## src/rtl/reg_share_arbiter_pkg.sv

```systemverilog
// Shared types and defaults for the round-robin shared-register arbiter.
package reg_share_arbiter_pkg;

    localparam int unsigned DEF_N_REQ = 4;
    localparam int unsigned DEF_WIDTH = 8;

    // 2'd3 is unused; the FSM treats it as illegal and recovers to S_IDLE
    typedef enum logic [1:0] {
        S_IDLE   = 2'd0,
        S_GRANT  = 2'd1,
        S_COMMIT = 2'd2
    } state_t;

endpackage

```

## src/rtl/reg_share_arbiter_if.sv

```systemverilog
// Requester-side bus of the shared-register arbiter: requests/data in, grant/ack/register out.
interface reg_share_arbiter_if
    import reg_share_arbiter_pkg::*;
#(
    parameter int unsigned N_REQ = DEF_N_REQ,
    parameter int unsigned WIDTH = DEF_WIDTH
);
    localparam int unsigned IDX_W = $clog2(N_REQ);

    logic [N_REQ-1:0]       req;
    logic [N_REQ*WIDTH-1:0] wdata;
    logic [N_REQ-1:0]       gnt;
    logic [IDX_W-1:0]       owner;
    logic                   ack;
    logic                   busy;
    logic [WIDTH-1:0]       q;
    logic [WIDTH-1:0]       q_n;

    modport master (output req, wdata, input gnt, owner, ack, busy, q, q_n);
    modport slave  (input req, wdata, output gnt, owner, ack, busy, q, q_n);
endinterface

```

## src/rtl/shared_dff_reg.sv

```systemverilog
// Shared WIDTH-bit register with load enable and a registered complement output.
module shared_dff_reg #(
    parameter int unsigned WIDTH = 8
) (
    input  logic             clk,
    input  logic             rst,
    input  logic             load,
    input  logic [WIDTH-1:0] d,
    output logic [WIDTH-1:0] q,
    output logic [WIDTH-1:0] q_n
);

    always_ff @(posedge clk or posedge rst) begin
        if (rst) begin
            q   <= '0;
            q_n <= '1;
        end else if (load) begin
            q   <= d;
            q_n <= ~d;
        end
    end

endmodule

```

## src/rtl/reg_share_arbiter.sv

```systemverilog
// Round-robin arbiter that commits one requester's data at a time into a shared register.
module reg_share_arbiter
    import reg_share_arbiter_pkg::*;
#(
    parameter int unsigned N_REQ = DEF_N_REQ,
    parameter int unsigned WIDTH = DEF_WIDTH
) (
    input  logic              clk,
    input  logic              rst,
    reg_share_arbiter_if.slave bus
);

    localparam int unsigned IDX_W = $clog2(N_REQ);

    state_t           state_q, state_d;
    logic [N_REQ-1:0] gnt_q, gnt_d;
    logic [IDX_W-1:0] owner_q, owner_d;
    logic [IDX_W-1:0] ptr_q, ptr_d;
    logic             ack_q, ack_d;
    logic             busy_q;
    logic [IDX_W-1:0] winner, cand;
    logic             found;
    logic             load;
    logic [WIDTH-1:0] sel_data;
    logic [WIDTH-1:0] q_val, q_n_val;

    // Rotating priority search starting at ptr_q
    always_comb begin
        found  = 1'b0;
        winner = '0;
        cand   = '0;
        for (int k = 0; k < int'(N_REQ); k++) begin
            cand = IDX_W'((int'(ptr_q) + k) % int'(N_REQ));
            if (!found && bus.req[cand]) begin
                found  = 1'b1;
                winner = cand;
            end
        end
    end

    always_comb sel_data = bus.wdata[int'(owner_q)*int'(WIDTH) +: WIDTH];

    always_comb begin
        state_d = state_q;
        gnt_d   = gnt_q;
        owner_d = owner_q;
        ptr_d   = ptr_q;
        ack_d   = 1'b0;
        load    = 1'b0;
        case (state_q)
            S_IDLE: begin
                gnt_d = '0;
                if (found) begin
                    gnt_d   = N_REQ'(1) << winner;
                    owner_d = winner;
                    state_d = S_GRANT;
                end
            end
            S_GRANT: begin
                gnt_d   = '0;
                state_d = S_IDLE;
                // Owner still requesting commits; a dropped request is an abandon
                if (bus.req[owner_q]) begin
                    load    = 1'b1;
                    ack_d   = 1'b1;
                    ptr_d   = (owner_q == IDX_W'(N_REQ - 1)) ? '0 : owner_q + IDX_W'(1);
                    state_d = S_COMMIT;
                end
            end
            S_COMMIT: begin
                gnt_d   = '0;
                state_d = S_IDLE;
            end
            default: begin
                gnt_d   = '0;
                state_d = S_IDLE;
            end
        endcase
    end

    always_ff @(posedge clk or posedge rst) begin
        if (rst) begin
            state_q <= S_IDLE;
            gnt_q   <= '0;
            owner_q <= '0;
            ptr_q   <= '0;
            ack_q   <= 1'b0;
            busy_q  <= 1'b0;
        end else begin
            state_q <= state_d;
            gnt_q   <= gnt_d;
            owner_q <= owner_d;
            ptr_q   <= ptr_d;
            ack_q   <= ack_d;
            busy_q  <= (state_d != S_IDLE);
        end
    end

    shared_dff_reg #(.WIDTH(WIDTH)) u_reg (
        .clk  (clk),
        .rst  (rst),
        .load (load),
        .d    (sel_data),
        .q    (q_val),
        .q_n  (q_n_val)
    );

    assign bus.gnt   = gnt_q;
    assign bus.owner = owner_q;
    assign bus.ack   = ack_q;
    assign bus.busy  = busy_q;
    assign bus.q     = q_val;
    assign bus.q_n   = q_n_val;

endmodule
```

## src/flat_wrapper.sv

```systemverilog
// flat-port wrapper written by rule: the top's interface ports become plain ports
module reg_share_arbiter_flat import reg_share_arbiter_pkg::*;
#(
    parameter int unsigned N_REQ = DEF_N_REQ,
    parameter int unsigned WIDTH = DEF_WIDTH
)
  (clk, rst, bus_req, bus_wdata, bus_gnt, bus_owner, bus_ack, bus_busy, bus_q, bus_q_n);
  reg_share_arbiter_if #(.N_REQ(N_REQ), .WIDTH(WIDTH)) bus_i ();
  input  logic clk;
  input  logic rst;
  input wire logic [$bits(bus_i.req)-1:0] bus_req;
  input wire logic [$bits(bus_i.wdata)-1:0] bus_wdata;
  output wire logic [$bits(bus_i.gnt)-1:0] bus_gnt;
  output wire logic [$bits(bus_i.owner)-1:0] bus_owner;
  output wire logic [$bits(bus_i.ack)-1:0] bus_ack;
  output wire logic [$bits(bus_i.busy)-1:0] bus_busy;
  output wire logic [$bits(bus_i.q)-1:0] bus_q;
  output wire logic [$bits(bus_i.q_n)-1:0] bus_q_n;
  assign bus_i.req = bus_req;
  assign bus_i.wdata = bus_wdata;
  assign bus_gnt = bus_i.gnt;
  assign bus_owner = bus_i.owner;
  assign bus_ack = bus_i.ack;
  assign bus_busy = bus_i.busy;
  assign bus_q = bus_i.q;
  assign bus_q_n = bus_i.q_n;
  reg_share_arbiter #(.N_REQ(N_REQ), .WIDTH(WIDTH)) u_core (.clk(clk), .rst(rst), .bus(bus_i));
endmodule
```

## config.mk

```make
export PLATFORM = sky130hd
export DESIGN_NAME = reg_share_arbiter_flat
export DESIGN_NICKNAME = d
export VERILOG_FILES = /design/src/rtl/reg_share_arbiter_pkg.sv /design/src/rtl/reg_share_arbiter_if.sv /design/src/rtl/shared_dff_reg.sv /design/src/rtl/reg_share_arbiter.sv /design/src/flat_wrapper.sv
export SDC_FILE = /design/constraint.sdc
export NUM_CORES = 1
export LEC_CHECK = 0
export CAP_MARGIN = 0
export CELL_PAD_IN_SITES_DETAIL_PLACEMENT = 0
export CELL_PAD_IN_SITES_GLOBAL_PLACEMENT = 1
export CORE_AREA = 2 2 51 89
export DETAILED_ROUTE_END_ITERATION = 8
export DIE_AREA = 0 0 53 91
export PLACE_DENSITY = 0.84
export SLEW_MARGIN = 20
export SYNTH_ARGS = -nofsm -noshare
export SYNTH_HDL_FRONTEND = slang
export SYNTH_SLANG_ARGS = --single-unit
```

## constraint.sdc

```tcl
create_clock -name clk -period 2.3 [get_ports clk]
set_clock_uncertainty 0.1 [all_clocks]
set_input_delay 0.345 -clock clk [delete_from_list [all_inputs] [get_ports clk]]
set_output_delay 0.345 -clock clk [all_outputs]
set_load 0.02 [all_outputs]
```

==> results by group <==
Status
  – Status: complete, no violations

Placement
  – PortBufs: 61
  – HPWL Detailed: 2.65 mm
  – Worst slack at placement: 0.224 ns
  – GP Congestion: 0.810

GRT
  – Congestion Overflow GR: 0
  – First-pass GRT wire length: 5.11 mm
  – Pin count of the biggest net entering global routing: 29
  – Vias in the first global route: 1,176
  – Tot GR Track Use: 14.2%
  – Antenna violations before repair: 0

Clock tree
  – CTS Hold Bufs: 0
  – Clock Latency Late Sink: 0.26 ns
  – Htree depth: 1
  – Post-CTS Resized: 0
  – Postcts setup bufs: 0
  – CTS max path bufs: 2
  – Clk sink count: 28
  – CTS tree: built
  – CTS clk-pin slew, worst paths: 0.09 ns
  – Root buf cell: clkbuf_8
  – CTS buffer count: 3

Synth
  – Syn Area/Cell: 12.9 µm²
  – Sequential fraction of the synthesis area: 52.1%
  – Synth Cell Area: 1360 µm²
  – Main area contributors after synthesis: dfrtp_1, dfstp_2, mux4_1
  – Synth warn: 0
  – Mapped Nets: 145
  – Post-Syn Instances: 106
  – Synth unique cells: 30
  – Top cell type's share of synthesized area: 36.7%
  – Area leader, netlist: dfrtp_1
  – Yosys reg bits: 28

Finish
  – Layout cells sized above 1: 12.4%
  – Multi-input logic area: 569 µm²
  – Fin nets: 211
  – Antenna diode count: 0
  – Area grow syn2layout: 51.7%
  – Register area: 711 µm²
  – Fill count: 379

Pwr
  – Internal power: 1.63 mW
  – LEAKAGE: 0.857 nW
  – Logic pwr share: 54.4%
  – Clk pwr share: 9.7%
  – Total power per unit cell area: 1260 nW/µm²
  – Sw Pwr: 963 µW
  – Maximum VDD drop: 656 µV
  – Sw frac: 37.1%
  – Seq pwr share: 35.8%

Die
  – Core region area: 4070 µm²
  – Row count: 31
  – Initial Util: 33.5%
  – Die area: 4820 µm²
  – Die H: 91 µm
  – Die width: 53 µm
  – Ports: 62

Worst setup path
  – CP Capture Type: output pin
  – CP max FO: 11
  – Crit Path Class: flip-flop to output pin
  – Delay of the slowest cell on the worst path: 0.71 ns
  – Worst Path Arrival: 1.65 ns
  – Buffers and inverters on the worst path: 1
  – Worst path top cell family by delay: buffers and inverters
  – Startpoint Class: flip-flop
  – WP data required: 1.86 ns
  – Crit-path cells: clkdlybuf4s50_1
  – Slowest stage cell, crit path: clkdlybuf4s50_1

Drt
  – Routed WL: 3.18 mm
  – Vias per cell: 4.95
  – Antenna-violating nets left: 0
  – Vias: 1,084
  – Drc violations: 0
  – TritonRoute pass-1 iters: 4
  – DRT iter0 DRCs: 20
  – Avg WL per Cell: 14.5 µm

STA
  – Slew margin rel.: 66.0%
  – Final Setup Violations: 0
  – Crit path time final: 2.09 ns
  – Period utilisation layout: 91.0%
  – Max Slew Vio Count: 0
  – Unrepaired setup endpoints after global routing: no
  – Setup_tns: 0 ns
  – Hold Fails Final Rpt: 0
  – Achievable frequency: 0.478 GHz
  – Worst slew pin tran: 0.510 ns
  – Post-route setup slack: 0.207 ns

Job
  – MaxCap Viol Count: 0

Min path
  – HP Class: input pin to async pin
==> worst paths after layout <==
check,start,to,slack (ns),depth (start not counted)
hold reg to reg,u_core.u_reg.q_n[0],u_core.u_reg.q_n[0],0.44,1
setup reg to reg,u_core.bus.owner[0],u_core.u_reg.q[6],0.47,4
hold / removal,rst,u_core.u_reg.q[7],0.33,3
max in group asynchronous,rst,u_core.u_reg.q_n[6],1.46,3
min in group clk,u_core.u_reg.q_n[0],u_core.u_reg.q_n[0],0.44,1
setup / recovery,u_core.bus.owner[0],bus_owner[0],0.21,1
==> power by group through the flow <==
stage / combinational, mW / clock, mW / sequential [mW]
finish: 1.41 / 0.253 / 0.931
global route: 1.53 / 0.277 / 0.965
CTS: 1.43 / 0.263 / 0.940
detailed placement: 1.43 / 0 / 0.947
global placement: 1.39 / 0 / 0.931
floorplan: 0.649 / 0 / 1.14
==> area by class of cell <==
class / count / area share, %
tap: 49 / 2.96
clock buffer: 3 / 2.00
timing repair buffer: 66 / 31.3
inverter: 10 / 1.81
multi-input combinational: 63 / 27.5
sequential: 28 / 34.4
==> cell usage after synthesis <==
library cell / number
buf_4: 1
and3_1: 1
mux2_1: 1
mux4_1: 7
dfstp_2: 8
o32a_1: 1
nor3_1: 1
ha_1: 1
nor2_1: 2
and4bb_2: 1
mux4_2: 1
nor3b_1: 3
or2b_2: 1
dfrtp_1: 20
a21oi_1: 1
o22ai_1: 2
buf_2: 1
o21ai_0: 10
nor4_1: 1
mux2i_1: 2
o22ai_2: 1
nor2b_1: 3
nand2_1: 9
inv_1: 10
mux2_2: 1
nand3b_1: 1
o21a_1: 9
nand2b_1: 2
buf_6: 3
or3b_1: 1
==> metrics by stage <==
stage | util, % | instance area (µm²) | hold WS, ns | instances | power [mW]
after CTS | 50.8 | 2070 | 0.343 | 219 | 2.64
after detailed placement | 49.8 | 2030 | 0.431 | 216 | 2.38
after global routing | 50.8 | 2070 | 0.393 | 219 | 2.77
after floorplan | - | 1360 | 0.304 | 106 | 1.79
final | 50.8 | 2070 | 0.334 | 219 | 2.60
after global placement | 49.8 | 2030 | 0.418 | 216 | 2.33
==> flip-flops by register name, indices dropped and copies added (netlist names) <==
name              flops
u_core.state_q        2
u_core.bus.owner      2
u_core.bus.busy       1
u_core.u_reg.q        8
u_core.ptr_q          2
u_core.bus.ack        1
u_core.u_reg.q_n      8
u_core.bus.gnt        4
==> cell usage in the layout, fill, tap and decap left out, types with 2 or more instances in the layout <==
master	n
mux4_1	7
nor2_1	2
nor3b_1	3
clkbuf_8	3
dfstp_2	8
nand2_1	9
o21a_1	9
dfrtp_1	20
mux2i_1	2
nor2b_1	3
o22ai_1	2
inv_1	10
nand2b_1	2
buf_4	5
o21ai_0	10
clkdlybuf4s50_1	61
==> tightest hold or removal path, stage by stage <==
cell and delay (ns):
clkdlybuf4s50_1 0.39, inv_1 0.05, buf_4 0.32
==> logic make-up (layout without fill, tap and decap cells) <==
logic type      after synthesis  after routing  synth area share [%]
buf+inv                      15             79                  6.15
compound gates               24             24                  11.6
simple gates                 26             26                  11.0
flops                        28             28                  52.1
mux                          12             12                  18.3
fa+ha+maj                     1              1                 0.917
==> metal layers <==
metal	vias up	wire length [µm]	global-route usage (%)
li1	510	-	-
met1	518	1160	15.0
met2	54	1760	25.6
met3	2	237	3.29
met4	0	24	5.56
met5	-	0	0
Note: power is estimated with default switching activity, not from simulation.
